<file path="config.mk">
export PLATFORM = sky130hd
export DESIGN_NAME = hazard_unit_flat
export DESIGN_NICKNAME = d
export VERILOG_FILES = /design/src/rtl/hazard_if.sv /design/src/rtl/hazard_unit.sv /design/src/flat_wrapper.sv
export SDC_FILE = /design/constraint.sdc
export NUM_CORES = 1
export LEC_CHECK = 0
export CAP_MARGIN = 20
export CORE_ASPECT_RATIO = 0.8
export CORE_MARGIN = 1.5
export CORE_UTILIZATION = 35
export CTS_CLUSTER_DIAMETER = 50
export DETAILED_ROUTE_END_ITERATION = 8
export SKIP_LAST_GASP = 1
export SYNTH_ARGS = -nofsm -noshare
export SYNTH_HDL_FRONTEND = slang
export SYNTH_SLANG_ARGS = --single-unit
export TNS_END_PERCENT = 100
</file>
<file path="constraint.sdc">
create_clock -name clk -period 7.85 [get_ports clk]
set_input_delay 2.355 -clock clk [delete_from_list [all_inputs] [get_ports clk]]
set_output_delay 2.355 -clock clk [all_outputs]
set_load 0.05 [all_outputs]
</file>
<file path="src/rtl/hazard_if.sv">
// Hazard controller bus: pipeline register/hazard info in, stall/flush/forward controls out.
interface hazard_if;
    logic [4:0]  rs1_d;
    logic [4:0]  rs2_d;
    logic [4:0]  rs1_e;
    logic [4:0]  rs2_e;
    logic [4:0]  rd_e;
    logic        load_e;
    logic        pc_src_e;
    logic [4:0]  rd_m;
    logic        reg_write_m;
    logic        mem_req_m;
    logic [4:0]  rd_w;
    logic        reg_write_w;
    logic [1:0]  forward_a_e;
    logic [1:0]  forward_b_e;
    logic        stall_f;
    logic        stall_d;
    logic        stall_e;
    logic        stall_m;
    logic        flush_d;
    logic        flush_e;
    logic        flush_w;
    logic        mem_busy;
    logic [31:0] stall_cnt;
    logic [31:0] flush_cnt;

    modport master (
        output rs1_d, rs2_d, rs1_e, rs2_e, rd_e, load_e, pc_src_e,
               rd_m, reg_write_m, mem_req_m, rd_w, reg_write_w,
        input  forward_a_e, forward_b_e, stall_f, stall_d, stall_e, stall_m,
               flush_d, flush_e, flush_w, mem_busy, stall_cnt, flush_cnt
    );

    modport slave (
        input  rs1_d, rs2_d, rs1_e, rs2_e, rd_e, load_e, pc_src_e,
               rd_m, reg_write_m, mem_req_m, rd_w, reg_write_w,
        output forward_a_e, forward_b_e, stall_f, stall_d, stall_e, stall_m,
               flush_d, flush_e, flush_w, mem_busy, stall_cnt, flush_cnt
    );
endinterface

</file>
<file path="src/rtl/hazard_unit.sv">
// Hazard controller for a 5-stage RV32I pipeline: forwarding, load-use stall,
// branch flush, multi-cycle data-memory wait and stall/flush counters.
//
//   state   | meaning
//   --------+--------------------------------------------------------------
//   ST_RUN  | pipeline flowing; a memory access in M starts the wait
//   ST_WAIT | F..M frozen while wait_cnt counts the remaining memory cycles
module hazard_unit #(
    parameter int unsigned MEM_LATENCY = 0
) (
    input  logic     clk,
    input  logic     rst,
    hazard_if.slave  hz
);

    typedef enum logic {
        ST_RUN  = 1'b0,
        ST_WAIT = 1'b1
    } state_t;

    localparam bit       HAS_WAIT = (MEM_LATENCY != 0);
    localparam logic [2:0] LAT_M1 = HAS_WAIT ? 3'(MEM_LATENCY - 1) : 3'd0;

    state_t      state;
    state_t      state_nxt;
    logic [2:0]  wait_cnt;
    logic [2:0]  wait_nxt;
    logic        mem_stall;
    logic        lw_hazard;
    logic        branch_flush;
    logic [31:0] stall_cnt_q;
    logic [31:0] flush_cnt_q;

    logic [1:0]  fwd_a;
    logic [1:0]  fwd_b;
    logic        stall_f;
    logic        stall_d;
    logic        stall_e;
    logic        stall_m;
    logic        flush_d;
    logic        flush_e;
    logic        flush_w;
    logic        busy;

    always_ff @(posedge clk) begin
        if (!rst) begin
            state       <= ST_RUN;
            wait_cnt    <= 3'd0;
            stall_cnt_q <= 32'd0;
            flush_cnt_q <= 32'd0;
        end else begin
            state    <= state_nxt;
            wait_cnt <= wait_nxt;
            if (stall_f) begin
                stall_cnt_q <= stall_cnt_q + 32'd1;
            end
            if (branch_flush) begin
                flush_cnt_q <= flush_cnt_q + 32'd1;
            end
        end
    end

    // mem_req_m is not looked at in ST_WAIT: the same access is still in M.
    always_comb begin
        state_nxt = state;
        wait_nxt  = wait_cnt;
        mem_stall = 1'b0;
        case (state)
            ST_RUN: begin
                if (hz.mem_req_m && HAS_WAIT) begin
                    mem_stall = 1'b1;
                    state_nxt = ST_WAIT;
                    wait_nxt  = LAT_M1;
                end
            end
            ST_WAIT: begin
                if (wait_cnt != 3'd0) begin
                    mem_stall = 1'b1;
                    wait_nxt  = wait_cnt - 3'd1;
                end else begin
                    state_nxt = ST_RUN;
                end
            end
            default: begin
                state_nxt = ST_RUN;
                wait_nxt  = 3'd0;
            end
        endcase
    end

    always_comb begin
        lw_hazard = hz.load_e && (hz.rd_e != 5'd0) &&
                    ((hz.rd_e == hz.rs1_d) || (hz.rd_e == hz.rs2_d));
        branch_flush = rst && !mem_stall && hz.pc_src_e;
    end

    always_comb begin
        fwd_a = 2'b00;
        if (hz.reg_write_m && (hz.rd_m != 5'd0) && (hz.rd_m == hz.rs1_e)) begin
            fwd_a = 2'b10;
        end else if (hz.reg_write_w && (hz.rd_w != 5'd0) && (hz.rd_w == hz.rs1_e)) begin
            fwd_a = 2'b01;
        end
        fwd_b = 2'b00;
        if (hz.reg_write_m && (hz.rd_m != 5'd0) && (hz.rd_m == hz.rs2_e)) begin
            fwd_b = 2'b10;
        end else if (hz.reg_write_w && (hz.rd_w != 5'd0) && (hz.rd_w == hz.rs2_e)) begin
            fwd_b = 2'b01;
        end
        if (!rst) begin
            fwd_a = 2'b00;
            fwd_b = 2'b00;
        end
    end

    // Priority: reset, memory wait, taken branch, load-use.
    always_comb begin
        stall_f = 1'b0;
        stall_d = 1'b0;
        stall_e = 1'b0;
        stall_m = 1'b0;
        flush_d = 1'b0;
        flush_e = 1'b0;
        flush_w = 1'b0;
        busy    = (state == ST_WAIT);
        if (!rst) begin
            flush_d = 1'b1;
            flush_e = 1'b1;
            flush_w = 1'b1;
            busy    = 1'b0;
        end else if (mem_stall) begin
            stall_f = 1'b1;
            stall_d = 1'b1;
            stall_e = 1'b1;
            stall_m = 1'b1;
            flush_w = 1'b1;
        end else if (hz.pc_src_e) begin
            flush_d = 1'b1;
            flush_e = 1'b1;
        end else if (lw_hazard) begin
            stall_f = 1'b1;
            stall_d = 1'b1;
            flush_e = 1'b1;
        end
    end

    assign hz.forward_a_e = fwd_a;
    assign hz.forward_b_e = fwd_b;
    assign hz.stall_f     = stall_f;
    assign hz.stall_d     = stall_d;
    assign hz.stall_e     = stall_e;
    assign hz.stall_m     = stall_m;
    assign hz.flush_d     = flush_d;
    assign hz.flush_e     = flush_e;
    assign hz.flush_w     = flush_w;
    assign hz.mem_busy    = busy;
    assign hz.stall_cnt   = stall_cnt_q;
    assign hz.flush_cnt   = flush_cnt_q;

endmodule

</file>
<file path="src/flat_wrapper.sv">
// flat-port wrapper written by rule: the top's interface ports become plain ports
module hazard_unit_flat 
#(
    parameter int unsigned MEM_LATENCY = 0
)
  (clk, rst, hz_rs1_d, hz_rs2_d, hz_rs1_e, hz_rs2_e, hz_rd_e, hz_load_e, hz_pc_src_e, hz_rd_m, hz_reg_write_m, hz_mem_req_m, hz_rd_w, hz_reg_write_w, hz_forward_a_e, hz_forward_b_e, hz_stall_f, hz_stall_d, hz_stall_e, hz_stall_m, hz_flush_d, hz_flush_e, hz_flush_w, hz_mem_busy, hz_stall_cnt, hz_flush_cnt);
  hazard_if hz_i ();
  input  logic clk;
  input  logic rst;
  input wire logic [$bits(hz_i.rs1_d)-1:0] hz_rs1_d;
  input wire logic [$bits(hz_i.rs2_d)-1:0] hz_rs2_d;
  input wire logic [$bits(hz_i.rs1_e)-1:0] hz_rs1_e;
  input wire logic [$bits(hz_i.rs2_e)-1:0] hz_rs2_e;
  input wire logic [$bits(hz_i.rd_e)-1:0] hz_rd_e;
  input wire logic [$bits(hz_i.load_e)-1:0] hz_load_e;
  input wire logic [$bits(hz_i.pc_src_e)-1:0] hz_pc_src_e;
  input wire logic [$bits(hz_i.rd_m)-1:0] hz_rd_m;
  input wire logic [$bits(hz_i.reg_write_m)-1:0] hz_reg_write_m;
  input wire logic [$bits(hz_i.mem_req_m)-1:0] hz_mem_req_m;
  input wire logic [$bits(hz_i.rd_w)-1:0] hz_rd_w;
  input wire logic [$bits(hz_i.reg_write_w)-1:0] hz_reg_write_w;
  output wire logic [$bits(hz_i.forward_a_e)-1:0] hz_forward_a_e;
  output wire logic [$bits(hz_i.forward_b_e)-1:0] hz_forward_b_e;
  output wire logic [$bits(hz_i.stall_f)-1:0] hz_stall_f;
  output wire logic [$bits(hz_i.stall_d)-1:0] hz_stall_d;
  output wire logic [$bits(hz_i.stall_e)-1:0] hz_stall_e;
  output wire logic [$bits(hz_i.stall_m)-1:0] hz_stall_m;
  output wire logic [$bits(hz_i.flush_d)-1:0] hz_flush_d;
  output wire logic [$bits(hz_i.flush_e)-1:0] hz_flush_e;
  output wire logic [$bits(hz_i.flush_w)-1:0] hz_flush_w;
  output wire logic [$bits(hz_i.mem_busy)-1:0] hz_mem_busy;
  output wire logic [$bits(hz_i.stall_cnt)-1:0] hz_stall_cnt;
  output wire logic [$bits(hz_i.flush_cnt)-1:0] hz_flush_cnt;
  assign hz_i.rs1_d = hz_rs1_d;
  assign hz_i.rs2_d = hz_rs2_d;
  assign hz_i.rs1_e = hz_rs1_e;
  assign hz_i.rs2_e = hz_rs2_e;
  assign hz_i.rd_e = hz_rd_e;
  assign hz_i.load_e = hz_load_e;
  assign hz_i.pc_src_e = hz_pc_src_e;
  assign hz_i.rd_m = hz_rd_m;
  assign hz_i.reg_write_m = hz_reg_write_m;
  assign hz_i.mem_req_m = hz_mem_req_m;
  assign hz_i.rd_w = hz_rd_w;
  assign hz_i.reg_write_w = hz_reg_write_w;
  assign hz_forward_a_e = hz_i.forward_a_e;
  assign hz_forward_b_e = hz_i.forward_b_e;
  assign hz_stall_f = hz_i.stall_f;
  assign hz_stall_d = hz_i.stall_d;
  assign hz_stall_e = hz_i.stall_e;
  assign hz_stall_m = hz_i.stall_m;
  assign hz_flush_d = hz_i.flush_d;
  assign hz_flush_e = hz_i.flush_e;
  assign hz_flush_w = hz_i.flush_w;
  assign hz_mem_busy = hz_i.mem_busy;
  assign hz_stall_cnt = hz_i.stall_cnt;
  assign hz_flush_cnt = hz_i.flush_cnt;
  hazard_unit #(.MEM_LATENCY(MEM_LATENCY)) u_core (.clk(clk), .rst(rst), .hz(hz_i));
endmodule
</file>
==> impl_metrics.ini <==
[status]
status = finished clean

[floorplan]
ioPinCount = 118
die_y_um = 96.0
die_area_sq_um = 11400
core_area_sq_um = 10400
start_util_pct = 36.5
die_w_um = 119
row_count = 33

[timing]
fmax_mhz = 139
hold_viol = 0
slew-limit-headroom_pct = 47.2
timing.final.crit_share_pct = 91.5
final.setup_skew_ns = 0.00390
holdWs_ns = 0.470
final_max_slew_viol_count = 0
min_period_ns = 7.18
worstMarginPinSlew_ns = 0.792
setup_violations = 0
final.setup.tns_ns = 0
rsz0062_at_grt = false

[finish]
stdcell_count = 691
area_growth_pct = 40.8
drive_above_1_share_pct = 9.44
n_antenna_cell = 0
nets = 592
finalInstanceArea_sq_um = 5320
nFillCells = 986

[logic_synthesis]
synth_seq_area_share_pct = 36.0
synth_warnings = 0
synthTopCellsByArea = dfxtp_1, xnor2_1, xor2_1
synth.distinct_cells = 49
syn_area_sq_um = 3780
synth_top_family_by_area = simple AND/OR/NAND/NOR gates
synth.largest_area_cell = dfxtp_1
synth_mux_area_share_pct = 0.794
synthFlopType = dfxtp_1
avgSynthCellArea_sq_um = 8.68
synth_fa_ha_area_share_pct = 1.32
synth-edff-count = 0
syn-instance-count = 436
synth-simple-area-share_pct = 30.2
ys_seq_elements = 68
yosys.area_share.xor_xnor_pct = 13.9
synth_top_area_share_pct = 36.0
synthArstFlopShare_pct = 0
synth_compound_area_share_pct = 12.8
syn-num-nets = 482

[power]
p_leak_nw = 1.74
power_density_nw_per_um2 = 154
vdd_ir_drop_max_mv = 0.100

[clock_tree]
cts_resized = 0
h-tree-depth = 3
cts_setup_buffers = 0
root_buffer = clkbuf_16
numCtsBuffers = 9
clockBufferDepth = 2
clock-sinks = 68
postCtsHoldBufs = 0
cts_tree = done
cts.clk_slew.worst_paths_ns = 0.06
clk_latency_ns = 0.32

[critical_path]
path_class = input pin to primary output
end_kind = primary output
critPathMaxFanout = 3
cp.arrival_ns = 4.83
crit_required_ns = 5.50
start_kind = input pin

[place]
place_congestion = 0.724
port_buffers = 116
dp.cells = 674
placed_cell_area_sq_um = 5010
hpwl_um = 6790

[routing]
vias = 3459
drc = 0
wire_per_inst_um = 13.5
drt_wl_total_um = 9340
via_per_inst = 5.01
antenna_left = 0
dr.pass1.iters = 4
drtIter0Drc = 142

[global_routing]
grt_pass1_wl_um = 15300
grt_max_degree = 62
grt_use_total_pct = 16.4
met3_usage_pct = 4.50
grt_pass1_vias = 3304
met1_usage_pct = 20.7
grt_antenna_before_repair = 0
use_met2_pct = 28.3
overflow = 0
top_usage_layer = met2

[run]
cap_violations = 0

[worst_hold_path]
min_path_type = flop to flop
[per-stage QoR]
| stage | total power [mW] | utilization (%) | worst slack, ns |
|---|---|---|---|
| after global placement | 0.424 | 48.3 | 0.621 |
| after detailed placement | 0.425 | 48.3 | 0.658 |
| after floorplan | 0.389 | - | 0.789 |
| final | 0.819 | 51.4 | 0.666 |
| after CTS | 0.834 | 51.2 | 0.657 |
| after global routing | 0.852 | 51.4 | 0.491 |
[cell usage after synthesis, drive strengths merged, types with 2 or more instances]
library cell	instances
buf	11
nor4	9
nand3	24
or4	20
nand2	36
and4	4
a21oi	32
nand2b	4
nor3	12
or4b	3
o31ai	15
clkbuf	9
and3	5
nor4b	2
xor2	27
dfxtp	68
or3	11
ha	4
xnor2	33
o22ai	3
and2	7
nand4	12
inv	17
nor2	41
o211ai	2
mux2i	3
o21ai	17
[cell usage in the layout, fill, tap and decap left out, types with 3 or more instances in the layout]
master           count
nor4_1               5
nand4_1             10
a21oi_1             23
clkdlybuf4s50_1    116
nor3_2               4
and3_1               5
nor2_1              41
o21ai_0              6
xor2_1              27
o31ai_1             12
and4_1               4
nand2b_1             4
a21oi_2              9
or3_1               11
nor3_1               7
o21ai_1              9
and2_1               7
nand2_1             36
or4_1               20
ha_1                 4
o31ai_2              3
nand3_2              3
xnor2_1             33
or4b_1               3
dfxtp_1             68
nand3_1             21
inv_1               16
clkbuf_16            9
mux2i_1              3
[worst paths after layout]
path                                              start  cells past startpoint  slack (ns)                      end
worst max-delay path                         hz_rd_m[0]                      6        0.67        hz_forward_a_e[0]
worst min-delay path            u_core.hz.stall_cnt[31]                      2        0.47  u_core.hz.stall_cnt[31]
worst max register to register       u_core.wait_cnt[0]                      9        5.28  u_core.hz.flush_cnt[17]
worst min register to register  u_core.hz.stall_cnt[31]                      2        0.47  u_core.hz.stall_cnt[31]
[power breakdown]
| group | internal [mW] | switching, mW | total (mW) |
|---|---|---|---|
| clock | 0.254 | 0.149 | 0.402 |
| sequential | 0.346 | 0.00130 | 0.348 |
| combinational | 0.0345 | 0.0348 | 0.0693 |
| total | 0.635 | 0.185 | 0.819 |
[flip-flops by register name, summed over array words and instances, names as in the netlist]
register / count
u_core.hz.flush_cnt: 32
u_core.hz.stall_cnt: 32
u_core.wait_cnt: 3
u_core.state: 1
[critical path, stage by stage]
cell and delay (ns):
clkdlybuf4s50_1 0.46, or4_1 0.55, o21ai_0 0.23, nor4_1 0.10, nor4_1 0.29, clkdlybuf4s50_1 0.85
[final cells by class]
type                    instances  area, sq um  area share [%]
repair buffers                119         1190            22.4
multi-input cells             331         2230            41.9
clock buffers                  10          239            4.49
inverters                      17         63.8            1.20
clock inverters                 6         63.8            1.20
flip-flops and latches         68         1360            25.6
well taps                     140          175            3.29
[layer usage]
metal	wire length, um	up-vias
met5	0	-
met1	4470	1615
met2	4370	71
li1	-	1771
met4	40	0
met3	457	2
[cell families (layout without fill, tap and decap cells)]
kind of cell	count (synthesis)	after routing
AO/OA/AOI/OAI	71	71
XOR/XNOR	60	60
adder cells (fa/ha/maj)	4	4
buffers and inverters	37	152
flip-flops	68	68
multiplexers	3	3
AND/OR/NAND/NOR	193	193
(Power assumes the default switching activity.)
